==> src/rtl/seq_subtractor32_4_if.sv <==
// Operand/result stream bundle for seq_subtractor32_4.
// The master side supplies operands and consumes results; the slave side is the subtractor.
interface seq_subtractor32_4_if #(
  parameter int WIDTH = 32
);
  logic [WIDTH-1:0] a;
  logic [WIDTH-1:0] b;
  logic             in_valid;
  logic             in_ready;
  logic [WIDTH:0]   diff;
  logic             out_valid;
  logic             out_ready;

  modport master (
    output a, b, in_valid, out_ready,
    input  in_ready, diff, out_valid
  );

  modport slave (
    input  a, b, in_valid, out_ready,
    output in_ready, diff, out_valid
  );
endinterface

==> src/rtl/seq_subtractor32_4.sv <==
// Multi-cycle unsigned subtractor: computes a - b one BLOCK-bit slice per clock,
// rippling the borrow through a register. Bit WIDTH of diff is the final borrow.
module seq_subtractor32_4 #(
  parameter int WIDTH = 32,
  parameter int BLOCK = 4
) (
  input logic                 clk,
  input logic                 rst,
  seq_subtractor32_4_if.slave bus
);
  localparam int NB = WIDTH / BLOCK;
  localparam int IW = (NB > 1) ? $clog2(NB) : 1;

  typedef enum logic [1:0] {IDLE, RUN, DONE} state_t;

  state_t           state_q, state_d;
  logic [WIDTH-1:0] ra, rb;
  logic [WIDTH:0]   diff_q;
  logic [IW-1:0]    idx;
  logic             bw;
  logic [BLOCK:0]   t;
  logic             accept;
  logic             last;

  assign accept = bus.in_valid && (state_q == IDLE);
  assign last   = (idx == IW'(NB - 1));

  // One slice of the subtraction; t[BLOCK] is the borrow out of this block.
  always_comb begin
    t = {1'b0, ra[idx*BLOCK +: BLOCK]} - {1'b0, rb[idx*BLOCK +: BLOCK]} - {{BLOCK{1'b0}}, bw};
  end

  // NOTE: clocked state uses non-blocking assignments so every register samples
  // pre-edge values, independent of process evaluation order.
  always_ff @(posedge clk) begin
    if (rst) state_q <= IDLE;
    else     state_q <= state_d;
  end

  // NOTE: a default assignment before the case keeps this combinational block
  // latch-free even when a branch does not assign state_d.
  always_comb begin
    state_d = state_q;
    unique case (state_q)
      IDLE:    if (bus.in_valid) state_d = RUN;
      RUN:     if (last)         state_d = DONE;
      DONE:    if (bus.out_ready) state_d = IDLE;
      default: state_d = IDLE;
    endcase
  end

  always_comb begin
    bus.in_ready  = (state_q == IDLE);
    bus.out_valid = (state_q == DONE);
  end

  // NOTE: ra/rb are pure operand storage, loaded on every accept before use,
  // so they carry no reset; only control state and the visible result do.
  always_ff @(posedge clk) begin
    if (accept) begin
      ra <= bus.a;
      rb <= bus.b;
    end
  end

  always_ff @(posedge clk) begin
    if (rst) begin
      diff_q <= '0;
      bw     <= 1'b0;
      idx    <= '0;
    end else if (accept) begin
      diff_q <= '0;
      bw     <= 1'b0;
      idx    <= '0;
    end else if (state_q == RUN) begin
      diff_q[idx*BLOCK +: BLOCK] <= t[BLOCK-1:0];
      bw                         <= t[BLOCK];
      if (last) diff_q[WIDTH] <= t[BLOCK];
      else      idx           <= idx + IW'(1);
    end
  end

  assign bus.diff = diff_q;
endmodule
==> src/flat_wrapper.sv <==
// flat-port wrapper written by rule: the top's interface ports become plain ports
module seq_subtractor32_4_flat 
#(
  parameter int WIDTH = 32,
  parameter int BLOCK = 4
)
  (clk, rst, bus_a, bus_b, bus_in_valid, bus_out_ready, bus_in_ready, bus_diff, bus_out_valid);
  seq_subtractor32_4_if #(.WIDTH(WIDTH)) bus_i ();
  input logic clk;
  input logic rst;
  input wire logic [$bits(bus_i.a)-1:0] bus_a;
  input wire logic [$bits(bus_i.b)-1:0] bus_b;
  input wire logic [$bits(bus_i.in_valid)-1:0] bus_in_valid;
  input wire logic [$bits(bus_i.out_ready)-1:0] bus_out_ready;
  output wire logic [$bits(bus_i.in_ready)-1:0] bus_in_ready;
  output wire logic [$bits(bus_i.diff)-1:0] bus_diff;
  output wire logic [$bits(bus_i.out_valid)-1:0] bus_out_valid;
  assign bus_i.a = bus_a;
  assign bus_i.b = bus_b;
  assign bus_i.in_valid = bus_in_valid;
  assign bus_i.out_ready = bus_out_ready;
  assign bus_in_ready = bus_i.in_ready;
  assign bus_diff = bus_i.diff;
  assign bus_out_valid = bus_i.out_valid;
  seq_subtractor32_4 #(.WIDTH(WIDTH), .BLOCK(BLOCK)) u_core (.clk(clk), .rst(rst), .bus(bus_i));
endmodule
==> config.mk <==
export PLATFORM = sky130hd
export DESIGN_NAME = seq_subtractor32_4_flat
export DESIGN_NICKNAME = d
export VERILOG_FILES = /design/src/rtl/seq_subtractor32_4_if.sv /design/src/rtl/seq_subtractor32_4.sv /design/src/flat_wrapper.sv
export SDC_FILE = /design/constraint.sdc
export NUM_CORES = 1
export LEC_CHECK = 0
export ABC_AREA = 1
export BUFFER_PORTS_ARGS = -buffer_cell sky130_fd_sc_hd__buf_2
export CORE_AREA = 2 2 97 99
export DETAILED_ROUTE_END_ITERATION = 16
export DIE_AREA = 0 0 99 101
export GPL_TIMING_DRIVEN = 0
export HOLD_SLACK_MARGIN = 0.12
export PLACE_DENSITY = 0.76
export SYNTH_ARGS = -nofsm -noshare
export SYNTH_HDL_FRONTEND = slang
export SYNTH_SLANG_ARGS = --single-unit
export TNS_END_PERCENT = 10
==> constraint.sdc <==
create_clock -name clk -period 4.3 [get_ports clk]
set_input_delay 0.43 -clock clk [delete_from_list [all_inputs] [get_ports clk]]
set_output_delay 0.43 -clock clk [all_outputs]
set_load 0.01 [all_outputs]
==> Word level (Yosys, flattened, before mapping) <==
Cells that the tools add are included.
{ "op_classes": {"add_sub_neg": 4, "n_eq_ne": 6, "shift": 4, "muxes": 6, "bitwise": 1, "n_reduce_logical": 5} }
{ "ops": {"columns": ["cell", "n"], "rows": [
  ["variable part select 32 x 6 -> 4 bit", 2],
  ["negation 5 -> 34 bit", 1],
  ["variable shift 4 x 34 -> 33 bit, first input constant", 1],
  ["variable part select 4 x 34 -> 33 bit", 1],
  ["bitwise mux 33 bit", 1],
  ["2-to-1 mux 2 bit", 3],
  ["case mux 2 bit (3 select lines)", 1],
  ["subtractor 4 x 4 -> 5 bit", 1],
  ["subtractor 5 x 1 -> 5 bit", 1],
  ["!= test 2 bit, second input constant", 2],
  ["adder 3 x 1 -> 3 bit, second input constant", 1],
  ["== test 3 bit, second input constant", 1],
  ["AND reduction 3 bit", 1],
  ["== test 2 x 1 -> 1 bit, second input constant", 1],
  ["== test 2 bit, second input constant", 1],
  ["zero test 2 bit", 1],
  ["!= test 2 x 1 -> 1 bit, second input constant", 1],
  ["AND reduction 2 bit", 1],
  ["OR reduction 2 bit", 1],
  ["logical AND 1 bit", 1],
  ["2-to-1 mux 1 bit", 1],
  ["NOT 1 bit", 1]
]} }
{ "word_totals": {"regBits": 103, "input_bits": 68, "wordCells": 32} }

==> Depth between registers and ports, before layout <==
Gate-level depths: netlist of run 1.
{ "logic_depth": {"ltp_word": 6, "ltp_mapped": 18, "ltp_nobuf": 15} }

==> Worst setup path before layout of run 1 <==
No wires, ideal clock.
{ "synth_timing": {"path_type": "reg-to-reg", "start": "reg u_core.state_q[0]", "end": "reg u_core.bw", "setup_ns": 0.116, "arrival_ns": 2.422, "required_time_ns": 4.184, "setup_slack_ns": 1.762, "path_stages_with_launch": 8, "n_path_buf": 1, "synth_period_minus_slack_ns": 2.538, "path_cell_list": "dfxtp_1 -> nor2_1 -> nand2_1 -> inv_1 -> nor2_2 -> clkbuf_1 -> o211ai_1 -> inv_1"} }
{ "synth_via": {"elab_chain_len": 3} }
{ "synth_rtl": {"columns": ["element", "line", "text"], "rows": [
  ["start, declared", "seq_subtractor32_4.sv:16", "state_t state_q, state_d;"],
  ["start signal, assigned", "seq_subtractor32_4.sv:37", "else state_q <= state_d;"],
  ["zero test 2 bit", null, null],
  ["named net bus_in_ready", "flat_wrapper.sv:15", "output wire logic [$bits(bus_i.in_ready)-1:0] bus_in_ready;"],
  ["logical AND 1 bit", "seq_subtractor32_4.sv:25", "assign accept = bus.in_valid && (state_q == IDLE);"],
  ["named net u_core.accept", "seq_subtractor32_4.sv:22", "logic accept;"],
  ["OR reduction 2 bit (no source line)", null, null],
  ["end signal, assigned", "seq_subtractor32_4.sv:77", "bw <= t[BLOCK];"],
  ["end, declared", "seq_subtractor32_4.sv:20", "logic bw;"]
]} }
The timed path passes the listed nets, and every way through them passes these cells.
A chain may end at the register's enable or synchronous reset.

==> Worst setup path in the final report of run 1 <==
{ "layout_timing": {"start": "reg u_core.idx[0]", "end": "reg u_core.diff_q[26], in the netlist u_core.bus.diff[26]"} }
{ "layout_via": {"elab_chain_len": 5} }
{ "layout_rtl": {"columns": ["element", "line", "text"], "rows": [
  ["start, declared", "seq_subtractor32_4.sv:19", "logic [IW-1:0] idx;"],
  ["start signal, assigned", "seq_subtractor32_4.sv:79", "else idx <= idx + IW'(1);"],
  ["variable part select 32 x 6 -> 4 bit", "seq_subtractor32_4.sv:30", "t = {1'b0, ra[idx*BLOCK +: BLOCK]} - {1'b0, rb[idx*BLOCK +: BLOCK]} - {{BLOCK{1'b0}}, bw};"],
  ["subtractor 4 x 4 -> 5 bit", "seq_subtractor32_4.sv:30", null],
  ["subtractor 5 x 1 -> 5 bit", "seq_subtractor32_4.sv:30", null],
  ["variable part select 4 x 34 -> 33 bit", "seq_subtractor32_4.sv:76", "diff_q[idx*BLOCK +: BLOCK] <= t[BLOCK-1:0];"],
  ["bitwise mux 33 bit *", "seq_subtractor32_4.sv:76", null],
  ["end signal, assigned by index", "seq_subtractor32_4.sv:76", null],
  ["end signal, assigned by index", "seq_subtractor32_4.sv:78", "if (last) diff_q[WIDTH] <= t[BLOCK];"],
  ["end, declared", "seq_subtractor32_4.sv:18", "logic [WIDTH:0] diff_q;"]
]} }
Mark *: on every way between the ends. The rest lies on a longest branch, timed or not.

==> results of run 1 <==
layer usage:
metal  part of all wire (%)  global-route usage, %  vias to the layer above
met3                    7.9                   3.74                       12
met1                     42                   25.0                     1526
met4                    1.4                   6.43                        0
li1                       -                      -                     1628
met5                      0                      0                        -
met2                     48                   31.2                      142
cell usage in the layout, fill, tap and decap left out, types with 3 or more instances in the layout:
cell type / n
sky130_fd_sc_hd__buf_2: 105
sky130_fd_sc_hd__nor2_1: 68
sky130_fd_sc_hd__edfxtp_1: 64
sky130_fd_sc_hd__o21ai_0: 58
sky130_fd_sc_hd__dfxtp_1: 39
sky130_fd_sc_hd__inv_1: 33
sky130_fd_sc_hd__nand2_1: 29
sky130_fd_sc_hd__a21oi_1: 25
sky130_fd_sc_hd__nand3_1: 11
sky130_fd_sc_hd__clkbuf_1: 9
sky130_fd_sc_hd__clkbuf_8: 9
sky130_fd_sc_hd__inv_2: 8
sky130_fd_sc_hd__ha_1: 8
sky130_fd_sc_hd__o22ai_1: 6
sky130_fd_sc_hd__nor2_2: 6
sky130_fd_sc_hd__nor2_4: 5
sky130_fd_sc_hd__nor3_1: 4
sky130_fd_sc_hd__nand3_2: 4
sky130_fd_sc_hd__o221ai_1: 3
sky130_fd_sc_hd__a211oi_1: 3
worst min path at each step:
stage	endpoint	startpoint	cells past startpoint	slack, ns
floorplan	u_core.state_q[0]	rst	1	0.50
global placement	u_core.bus.diff[24]	u_core.bus.diff[24]	2	0.48
detailed placement	u_core.bus.diff[24]	u_core.bus.diff[24]	2	0.48
CTS	u_core.rb[25]	bus_b[25]	1	0.23
global route	u_core.rb[13]	bus_b[13]	1	0.22
finish	u_core.rb[17]	bus_b[17]	1	0.23
area by class of cell:
type | instances | area, um^2
Clock inverter | 6 | 92.6
Buffer | 14 | 71.3
Sequential cell | 103 | 2700
Fill cell | 783 | 3820
Inverter | 41 | 154
Clock buffer | 9 | 124
Multi-Input combinational cell | 248 | 1350
Tap cell | 111 | 139
Timing Repair Buffer | 103 | 531
registers in the layout, indices dropped and copies added, names as in the netlist:
register         count
u_core.state_q       2
u_core.bus.diff     33
u_core.bw            1
u_core.ra           32
u_core.rb           32
u_core.idx           3
power groups by stage:
stage	combinational (W)	sequential, W	clock (W)
floorplan	0.000202	0.00114	0
global placement	0.000287	0.00114	0
detailed placement	0.000302	0.00114	0
CTS	0.000304	0.00112	0.000669
global route	0.000342	0.00112	0.000707
finish	0.000304	0.00111	0.000662
per-stage QoR:
stage          area, um^2  util (%)  hold slack [ns]  power (W)
6_report             5160      57.5            0.232    0.00208
5_1_grt              5160      57.5            0.216    0.00217
4_1_cts              5160      57.5            0.225    0.00209
3_5_place_dp         4940      55.1            0.482    0.00144
3_3_place_gp         4920      54.8            0.476    0.00143
2_1_floorplan        4270         -            0.499    0.00134
cell families after synthesis:
family / Yosys count
adder cells (fa/ha/maj): 10
flip-flops: 103
AND/OR/NAND/NOR: 133
buffers and inverters: 55
AO/OA/AOI/OAI: 103
XOR/XNOR: 2
==> Flow_metrics.wiki, run 1 <==
{| class="wikitable"
! Metric !! Value
|-
| Non-filler cells in the finished layout || 635
|-
| Final setup margin || 1.14 ns
|-
| Most common cell in the netlist || sky130_fd_sc_hd__nor2_1
|-
| Num ports || 103
|-
| Via count || 3308
|-
| # diodes || 0
|-
| Half-perimeter wire length after detailed placement || 6740 um
|-
| Floorplan die area || 10000 um^2
|-
| Master of the slowest instance on the critical path || sky130_fd_sc_hd__fa_1
|-
| Part of the total power dissipated in the clock network || 31.8%
|-
| Number of H-tree levels || 3
|-
| Initial Utilization || 47.6%
|-
| Port Buffer Count || 102
|-
| Endpoint of the worst setup timing path || u_core.bus.diff[26]
|-
| Critical Path Source Type || flip-flop
|-
| Max capacitance violation total || 0
|-
| CTS Hold Bufs || 0
|-
| CP required || 4.56 ns
|-
| Number of buffers and inverters on the critical path || 3
|-
| Number of nets in the synthesized netlist || 484
|-
| Adder-cell share of the synthesized area || 3.28%
|-
| CTS tree || done
|-
| Fraction of the mapped netlist area in simple logic gates || 14.8%
|-
| Final setup violation count || 0
|-
| Worst setup timing slack at the placement stage || 1.16 ns
|-
| Static Leakage || 2.18 nW
|-
| CTS max path bufs || 2
|-
| Remaining number of nets flagged by the antenna check after routing || 0
|-
| Dominant synthesized flop cell || sky130_fd_sc_hd__edfxtp_1
|-
| Synthesized instance count || 406
|-
| Residual DRC || 0
|-
| Final worst clock skew || 0.0102 ns
|-
| Remaining max-slew budget at the tightest pin || 54.6%
|-
| Highest Clock Rate || 316 MHz
|-
| Layout-stage area growth over the synthesis result || 20.7%
|-
| First-pass GRT wire length || 14700 um
|-
| Number of max-slew violations in the final report || 0
|-
| #FFs+latches synth || 103
|-
| Critical Path Fanout Max || 10
|-
| Ranking of synthesized cells by instance count || sky130_fd_sc_hd__nor2_1, sky130_fd_sc_hd__edfxtp_1, sky130_fd_sc_hd__o21ai_0
|-
| Synth Area in Compound Gates || 13.0%
|-
| Clock slew at the register clock pins of the worst setup and hold paths || 0.10 ns
|-
| Ratio of cells with drive above 1 in the final layout || 28.6%
|-
| Ordered cell list for the critical path || buf_6 -> clkbuf_1 -> o21ai_0 -> o22ai_1 -> nor2_1 -> a31oi_1 -> fa_1 -> inv_1 -> fa_1 -> xnor2_1 -> nor2_1 -> nor2_1 -> nor2_1
|-
| Clk Latency, worst-skew pair || 0.36 ns
|-
| Count of flip-flops with a built-in enable after synthesis || 64
|-
| Outcome || finished clean
|-
| Routed wirelength normalized by instance count || 14.5 um
|-
| Period Utilization, post-route || 73.5%
|-
| Rows || 35
|-
| Setup crit start || u_core.idx[0]
|-
| Top area cells in the synthesized netlist || sky130_fd_sc_hd__edfxtp_1, sky130_fd_sc_hd__dfxtp_1, sky130_fd_sc_hd__o21ai_0, sky130_fd_sc_hd__nor2_1, sky130_fd_sc_hd__inv_1
|-
| Post-synthesis instance area || 4270 um^2
|-
| Synthesized-area fraction occupied by xor and xnor cells || 0.410%
|-
| Drt first-iter violations || 214
|-
| Initial antenna violation count || 0
|-
| Fin Setup TNS || 0 ns
|-
| Hold Fails Final Rpt || 0
|-
| Die Y-Extent || 101 um
|-
| Slowest Stage Delay on Critical Path || 0.43 ns
|-
| Arrival time at the worst endpoint || 3.42 ns
|-
| Hold WC Path Type || in2reg
|-
| Critical R2R Launch || u_core.idx[0]
|-
| Fraction of registers with async set or reset after synthesis || 0%
|-
| Area share of the largest cell type after synthesis || 45.0%
|-
| Combinational group share of total power || 14.6%
|-
| Number of setup buffers added after CTS || 0
|-
| Number of placed instances, taps included || 620
|-
| Number of gates on the worst path with buffers counted || 13
|-
| Post-cts repair resize count || 0
|-
| First-pass iteration count of the detailed router || 5
|-
| Sequential element share of the synthesized area || 63.3%
|-
| Core Area || 8980 um^2
|-
| Number of warning messages in the yosys log || 0
|-
| Final critical path time including I/O delays and setup || 3.16 ns
|-
| Multiplexer share of the synthesized area || 0%
|-
| Total global-route track usage || 18.9%
|-
| Aggregate routed wire length || 9190 um
|-
| Final Wtd Congestion || 0.827
|-
| IR drop worst, VDD || 0.000206 V
|-
| Internal cell power || 0.00154 W
|-
| Dominant cell type by area after synthesis || sky130_fd_sc_hd__edfxtp_1
|-
| Overflow after GRT || 0
|-
| Cell family with most CP delay || adder cells
|-
| Power per cell area || 403 nW/um^2
|-
| Per-instance average area after synthesis || 10.5 um^2
|-
| Category of the worst setup path capture point || flip-flop
|-
| Dominant combinational cell family by area after synthesis || simple AND/OR/NAND/NOR gates
|-
| Sink count of the clock tree || 103
|-
| Routed vias/inst || 5.21
|-
| Number of cell instances on the worst register-to-register path || 13
|-
| Via count of the first global-routing pass || 3085
|-
| Switching component of the power || 0.000543 W
|-
| Die extent in x || 99 um
|-
| Switching Fraction || 26.1%
|-
| Maximum number of pins on one net before global-route repair || 34
|-
| Unrepaired setup endpoints after global routing || false
|-
| Register-to-register setup slack || 1.14 ns
|-
| Actual slew at the worst max-slew pin || 0.681 ns
|-
| Most common cell on crit path || sky130_fd_sc_hd__nor2_1
|-
| Final Net Count || 598
|-
| Total CTS buffers || 9
|-
| Part of the total power dissipated in sequential elements || 53.6%
|-
| Root cell of the clock tree || sky130_fd_sc_hd__clkbuf_8
|-
| Number of distinct library cells after synthesis || 32
|-
| Worst R2R End || u_core.bus.diff[26]
|-
| Category of the critical setup timing path || reg2reg
|}
(Power assumes the default switching activity.)
==> inputs of run 2 (changes only) <==
--- a/config.mk
+++ b/config.mk
@@ -7,12 +7,12 @@
 export LEC_CHECK = 0
 export ABC_AREA = 1
 export BUFFER_PORTS_ARGS = -buffer_cell sky130_fd_sc_hd__buf_2
-export CORE_AREA = 2 2 97 99
+export CORE_AREA = 2 2 98 100
 export DETAILED_ROUTE_END_ITERATION = 16
-export DIE_AREA = 0 0 99 101
+export DIE_AREA = 0 0 100 102
 export GPL_TIMING_DRIVEN = 0
 export HOLD_SLACK_MARGIN = 0.12
-export PLACE_DENSITY = 0.76
+export PLACE_DENSITY = 0.77
 export SYNTH_ARGS = -nofsm -noshare
 export SYNTH_HDL_FRONTEND = slang
 export SYNTH_SLANG_ARGS = --single-unit
==> constraint.sdc (replaced) <==
create_clock -name clk -period 2.83 [get_ports clk]
set_input_delay 0.283 -clock clk [delete_from_list [all_inputs] [get_ports clk]]
set_output_delay 0.283 -clock clk [all_outputs]
set_load 0.01 [all_outputs]
==> run 2 against run 1 <==
Net effect: maximum frequency up 18%; first-iteration DRC count is 4.7% lower; clock-buffer cell count grew 1; hold slack got worse by 0.066 ns; design area increased by 15%; die area rose by 2.0%; largest cell class unchanged.
==> Flow_metrics.wiki, run 2 (same netlist as run 1, synthesis figures left out) <==
{| class="wikitable"
! Metric !! Value
|-
| Critical Path Fanout Max || 11
|-
| CTS tree || done
|-
| Actual slew at the worst max-slew pin || 0.672 ns
|-
| Arrival time at the worst endpoint || 2.95 ns
|-
| Root cell of the clock tree || sky130_fd_sc_hd__clkbuf_8
|-
| Overflow after GRT || 0
|-
| Maximum number of pins on one net before global-route repair || 37
|-
| Slowest Stage Delay on Critical Path || 0.41 ns
|-
| Total global-route track usage || 21.9%
|-
| Residual DRC || 0
|-
| Most common cell after layout, fill and taps aside || sky130_fd_sc_hd__buf_2
|-
| First-pass iteration count of the detailed router || 4
|-
| Commonest cells after routing, fill and taps aside || sky130_fd_sc_hd__buf_2, sky130_fd_sc_hd__nor2_1, sky130_fd_sc_hd__dlygate4sd3_1, sky130_fd_sc_hd__edfxtp_1, sky130_fd_sc_hd__o21ai_0
|-
| Final critical path time including I/O delays and setup || 2.69 ns
|-
| Ratio of cells with drive above 1 in the final layout || 28.8%
|-
| CP required || 3.09 ns
|-
| Die Y-Extent || 102 um
|-
| Hold WC Path Type || in2reg
|-
| Initial Utilization || 46.9%
|-
| Max capacitance violation total || 0
|-
| Critical Path Source Type || flip-flop
|-
| Initial antenna violation count || 0
|-
| Final setup violation count || 0
|-
| Num ports || 103
|-
| Number of H-tree levels || 3
|-
| Fill cell total of the finished layout || 726
|-
| Largest register FFs || 33
|-
| Layout-stage area growth over the synthesis result || 38.5%
|-
| Outcome || finished clean
|-
| # diodes || 0
|-
| Most common cell on crit path || sky130_fd_sc_hd__nor2_1
|-
| Category of the worst setup path capture point || flip-flop
|-
| Final Net Count || 667
|-
| First-pass GRT wire length || 17100 um
|-
| Rows || 35
|-
| Number of max-slew violations in the final report || 0
|-
| Port Buffer Count || 102
|-
| Remaining number of nets flagged by the antenna check after routing || 0
|-
| Post-placement cell area || 4940 um^2
|-
| Fin Setup TNS || 0 ns
|-
| Core Area || 9110 um^2
|-
| Routed vias/inst || 5.13
|-
| IR drop worst, VDD || 0.000430 V
|-
| Final Wtd Congestion || 0.811
|-
| Via count of the first global-routing pass || 3534
|-
| Routed wirelength normalized by instance count || 15.6 um
|-
| Total CTS buffers || 9
|-
| Post-route standard cell area excluding fillers || 5920 um^2
|-
| Die extent in x || 100 um
|-
| Half-perimeter wire length after detailed placement || 6700 um
|-
| Drt first-iter violations || 204
|-
| Category of the critical setup timing path || reg2reg
|-
| CTS max path bufs || 2
|-
| Floorplan die area || 10200 um^2
|-
| Clk Latency, worst-skew pair || 0.37 ns
|-
| Final worst clock skew || 0.00879 ns
|-
| Ordered cell list for the critical path || inv_4 -> buf_8 -> buf_8 -> nor2_1 -> o22ai_2 -> nor2_2 -> a31oi_2 -> fa_2 -> inv_1 -> fa_2 -> nor2_1 -> nor2_1 -> nor2_2 -> xnor2_2 -> nand2_1 -> o211ai_1 -> inv_1
|-
| Power per cell area || 541 nW/um^2
|-
| Sink count of the clock tree || 103
|-
| Period Utilization, post-route || 95.0%
|-
| Highest Clock Rate || 372 MHz
|-
| Remaining max-slew budget at the tightest pin || 55.1%
|-
| Via count || 3616
|-
| Static Leakage || 2.51 nW
|-
| Aggregate routed wire length || 11000 um
|-
| Master of the slowest instance on the critical path || sky130_fd_sc_hd__dfxtp_4
|-
| Hold Fails Final Rpt || 0
|-
| Clock slew at the register clock pins of the worst setup and hold paths || 0.09 ns
|}
-- run 2: per-layer routing --
| metal | GRT usage, % | vias to the layer above | part of all wire [%] |
|---|---|---|---|
| li1 | - | 1763 | - |
| met1 | 26.9 | 1675 | 41 |
| met5 | 0 | - | 0 |
| met3 | 4.72 | 11 | 6.7 |
| met2 | 38.9 | 167 | 51 |
| met4 | 6.95 | 0 | 0.95 |
-- run 2: final cells by class --
class	count	area, um^2	share of cell area [%]
plain buffers	13	91.3	1.54
clock buffers	10	128	2.16
clock inverters	6	68.8	1.16
inverters	41	156	2.64
multi-input cells	248	1390	23.5
flip-flops and latches	103	2710	45.8
well taps	111	139	2.35
repair buffers	173	1240	20.9
-- run 2: path summary, 6_finish.rpt --
| path | from | end | slack (ns) | cells past startpoint |
|---|---|---|---|---|
| worst max-delay path | u_core.idx[0] | u_core.bw | 0.14 | 17 |
| worst max register to register | u_core.idx[0] | u_core.bw | 0.14 | 17 |
| worst min-delay path | bus_out_ready | u_core.state_q[1] | 0.17 | 4 |
| worst min register to register | u_core.bus.diff[24] | u_core.bus.diff[24] | 0.51 | 2 |
-- run 2: where the power goes --
part	internal, W	switching (W)
clock network	0.000415	0.000502
logic	0.000256	0.000332
registers	0.00167	0.0000275
-- run 2: repair_timing --
action / CTS / global route
gates resized for setup: 11 / 28
setup buffers: 0 / 4
cloned: 0 / 1
hold endpoints to repair: 66 / 0
endpoints found under the setup margin: 17 / 20
pin swaps: 1 / 5
hold buffers: 65 / 0
-- run 2: through the flow --
step,power [W],cells,util [%],worst slack [ns],hold WS (ns)
after floorplan,0.00203,406,-,0.292,0.352
after global placement,0.00217,619,54.0,-0.255,0.459
after detailed placement,0.00219,620,54.3,-0.248,0.461
after CTS,0.00316,701,63.9,0.00261,0.156
after global routing,0.00334,705,65.0,-0.0291,0.169
final,0.00320,705,65.0,0.142,0.166
-- run 2: critical path: cells and delay by family, from the launching register on --
family	cells	cell delay, ns
AND/OR/NAND/NOR	6	0.45
buffers and inverters	5	0.43
flip-flops	1	0.41
XOR/XNOR	1	0.14
AO/OA/AOI/OAI	3	0.50
adder cells (fa/ha/maj)	2	0.62
==> inputs of run 3 (changes only) <==
--- a/config.mk
+++ b/config.mk
@@ -6,13 +6,14 @@
 export NUM_CORES = 1
 export LEC_CHECK = 0
 export ABC_AREA = 1
-export BUFFER_PORTS_ARGS = -buffer_cell sky130_fd_sc_hd__buf_2
-export CORE_AREA = 2 2 98 100
+export CORE_AREA = 2 2 97 99
+export CTS_CLUSTER_SIZE = 40
 export DETAILED_ROUTE_END_ITERATION = 16
-export DIE_AREA = 0 0 100 102
+export DIE_AREA = 0 0 99 101
+export DONT_BUFFER_PORTS = 1
 export GPL_TIMING_DRIVEN = 0
 export HOLD_SLACK_MARGIN = 0.12
-export PLACE_DENSITY = 0.77
+export PLACE_DENSITY = 0.68
 export SYNTH_ARGS = -nofsm -noshare
 export SYNTH_HDL_FRONTEND = slang
 export SYNTH_SLANG_ARGS = --single-unit
==> run 3 against run 2 <==
Net effect: via count down 12%; clock-buffer cell count unchanged; core utilization down 4.5 points; combinational power down 11%; total power about the same; wire length down 11%; cell count down 14%; non-clock buffer count down 100; largest cell class unchanged.
==> Flow_metrics.wiki, run 3 (same netlist as run 1, synthesis figures left out) <==
{| class="wikitable"
! Metric !! Value
|-
| Outcome || finished clean
|-
| Root cell of the clock tree || sky130_fd_sc_hd__clkbuf_8
|-
| Aggregate routed wire length || 9820 um
|-
| Port Buffer Count || 0
|-
| Launch point of the worst hold path || rst
|-
| Rows || 35
|-
| Critical Path Source Type || flip-flop
|-
| Highest Clock Rate || 371 MHz
|-
| Num ports || 103
|-
| Die Y-Extent || 101 um
|-
| Drt first-iter violations || 101
|-
| Ordered cell list for the critical path || inv_2 -> buf_4 -> o21ai_0 -> o221ai_1 -> o21ai_0 -> ha_1 -> inv_1 -> ha_1 -> inv_1 -> nor2_1 -> nor2_1 -> xnor2_2 -> nand2_1 -> o211ai_1 -> inv_1
|-
| Final Net Count || 567
|-
| Final critical path time including I/O delays and setup || 2.69 ns
|-
| Critical R2R Launch || u_core.idx[1]
|-
| Non-filler cells in the finished layout || 605
|-
| Worst setup timing slack at the placement stage || -0.279 ns
|-
| Final setup violation count || 0
|-
| Die extent in x || 99 um
|-
| Footprint of the flip-flops and latches || 2710 um^2
|-
| Floorplan die area || 10000 um^2
|-
| First-pass iteration count of the detailed router || 5
|-
| # diodes || 0
|-
| Remaining number of nets flagged by the antenna check after routing || 0
|-
| Post-route standard cell area excluding fillers || 5430 um^2
|-
| Post-placement cell area || 4430 um^2
|-
| IR drop worst, VDD || 0.000403 V
|-
| Category of the critical setup timing path || reg2reg
|-
| Number of placed instances, taps included || 518
|-
| Static Leakage || 2.07 nW
|-
| Register-to-register setup slack || 0.14 ns
|-
| Actual slew at the worst max-slew pin || 0.462 ns
|-
| CTS tree || done
|-
| Slowest Stage Delay on Critical Path || 0.39 ns
|-
| Hold Fails Final Rpt || 0
|-
| CTS max path bufs || 2
|-
| Residual DRC || 0
|-
| Final core occ || 60.5%
|-
| Final Wtd Congestion || 0.809
|-
| Total global-route track usage || 19.9%
|-
| Routed vias/inst || 5.29
|-
| Overflow after GRT || 0
|-
| CP required || 3.08 ns
|-
| Master of the slowest instance on the critical path || sky130_fd_sc_hd__dfxtp_4
|-
| Clock slew at the register clock pins of the worst setup and hold paths || 0.09 ns
|-
| Remaining max-slew budget at the tightest pin || 68.9%
|-
| Hold WC Path Type || in2reg
|-
| Initial antenna violation count || 0
|-
| Arrival time at the worst endpoint || 2.94 ns
|-
| Half-perimeter wire length after detailed placement || 6220 um
|-
| Category of the worst setup path capture point || flip-flop
|-
| Routed wirelength normalized by instance count || 16.2 um
|-
| Power per cell area || 590 nW/um^2
|-
| Initial Utilization || 47.6%
|-
| Largest register FFs || 33
|-
| Via count || 3200
|-
| First-pass GRT wire length || 15400 um
|-
| Maximum number of pins on one net before global-route repair || 51
|-
| Layout-stage area growth over the synthesis result || 27.1%
|-
| Number of max-slew violations in the final report || 0
|-
| Number of H-tree levels || 3
|-
| Total CTS buffers || 9
|-
| Commonest cells after routing, fill and taps aside || sky130_fd_sc_hd__nor2_1, sky130_fd_sc_hd__dlygate4sd3_1, sky130_fd_sc_hd__edfxtp_1, sky130_fd_sc_hd__o21ai_0, sky130_fd_sc_hd__dfxtp_1
|-
| Most common cell on crit path || sky130_fd_sc_hd__inv_1
|-
| Total power || 0.00321 W
|-
| Setup crit start || u_core.idx[1]
|-
| Fill cell total of the finished layout || 725
|-
| Sink count of the clock tree || 103
|-
| Critical Path Fanout Max || 10
|-
| Via count of the first global-routing pass || 3204
|-
| Max capacitance violation total || 0
|-
| Period Utilization, post-route || 95.2%
|-
| Final setup margin || 0.137 ns
|-
| Clk Latency, worst-skew pair || 0.35 ns
|-
| Ratio of cells with drive above 1 in the final layout || 14.0%
|-
| Area used by multi-input combinational logic || 1390 um^2
|-
| Final worst clock skew || 0.00636 ns
|-
| Core Area || 8980 um^2
|}
-- run 3: power breakdown --
| group | total, W | internal, W | switching, W |
|---|---|---|---|
| Clock | 0.000983 | 0.000497 | 0.000486 |
| Sequential | 0.00170 | 0.00167 | 0.0000298 |
| Combinational | 0.000521 | 0.000218 | 0.000303 |
-- run 3: final timing paths --
check,to,cells past startpoint
setup / recovery,u_core.bw,15
hold / removal,u_core.idx[2],3
setup reg to reg,u_core.bw,15
hold reg to reg,u_core.bus.diff[24],2
-- run 3: per-stage QoR --
stage,setup TNS [ns],hold WS (ns)
detailed placement,-2.76,0.357
finish,0,0.141
CTS,0,0.138
global route,-0.0623,0.154
global placement,-12.26,0.353
floorplan,0,0.352
-- run 3: area by class of cell --
class,count,share of cell area (%)
timing repair buffer,73,13.4
multi-input combinational,248,25.5
tap,111,2.56
clock inverter,6,1.54
sequential,103,49.9
buffer,13,1.80
clock buffer,10,2.35
inverter,41,2.88
-- run 3: layer usage --
| layer | share of wire [%] | track usage (%) | wire [um] | up-vias |
|---|---|---|---|---|
| met2 | 52 | 34.6 | 5070 | 110 |
| met4 | 1.0 | 7.80 | 99 | 0 |
| li1 | - | - | - | 1569 |
| met1 | 41 | 23.5 | 4000 | 1508 |
| met3 | 6.7 | 5.34 | 656 | 13 |
| met5 | 0 | 0 | 0 | - |
-- run 3: what timing repair did --
item,CTS,global route
hold endpoints to repair,66,0
pin swaps,0,6
hold buffers,67,0
setup endpoints to repair,21,22
buffers inserted,0,5
gates resized for setup,14,23
-- run 3: worst max-delay path: cells and delay by family, from the launching register on --
family,cells,cell delay [ns]
AOI/OAI and AO/OA,4,0.51
xor gates and xnor gates,1,0.16
adders and majority gates,2,0.61
buffers and inverters,5,0.60
DFF,1,0.39
and+or+nand+nor,3,0.31
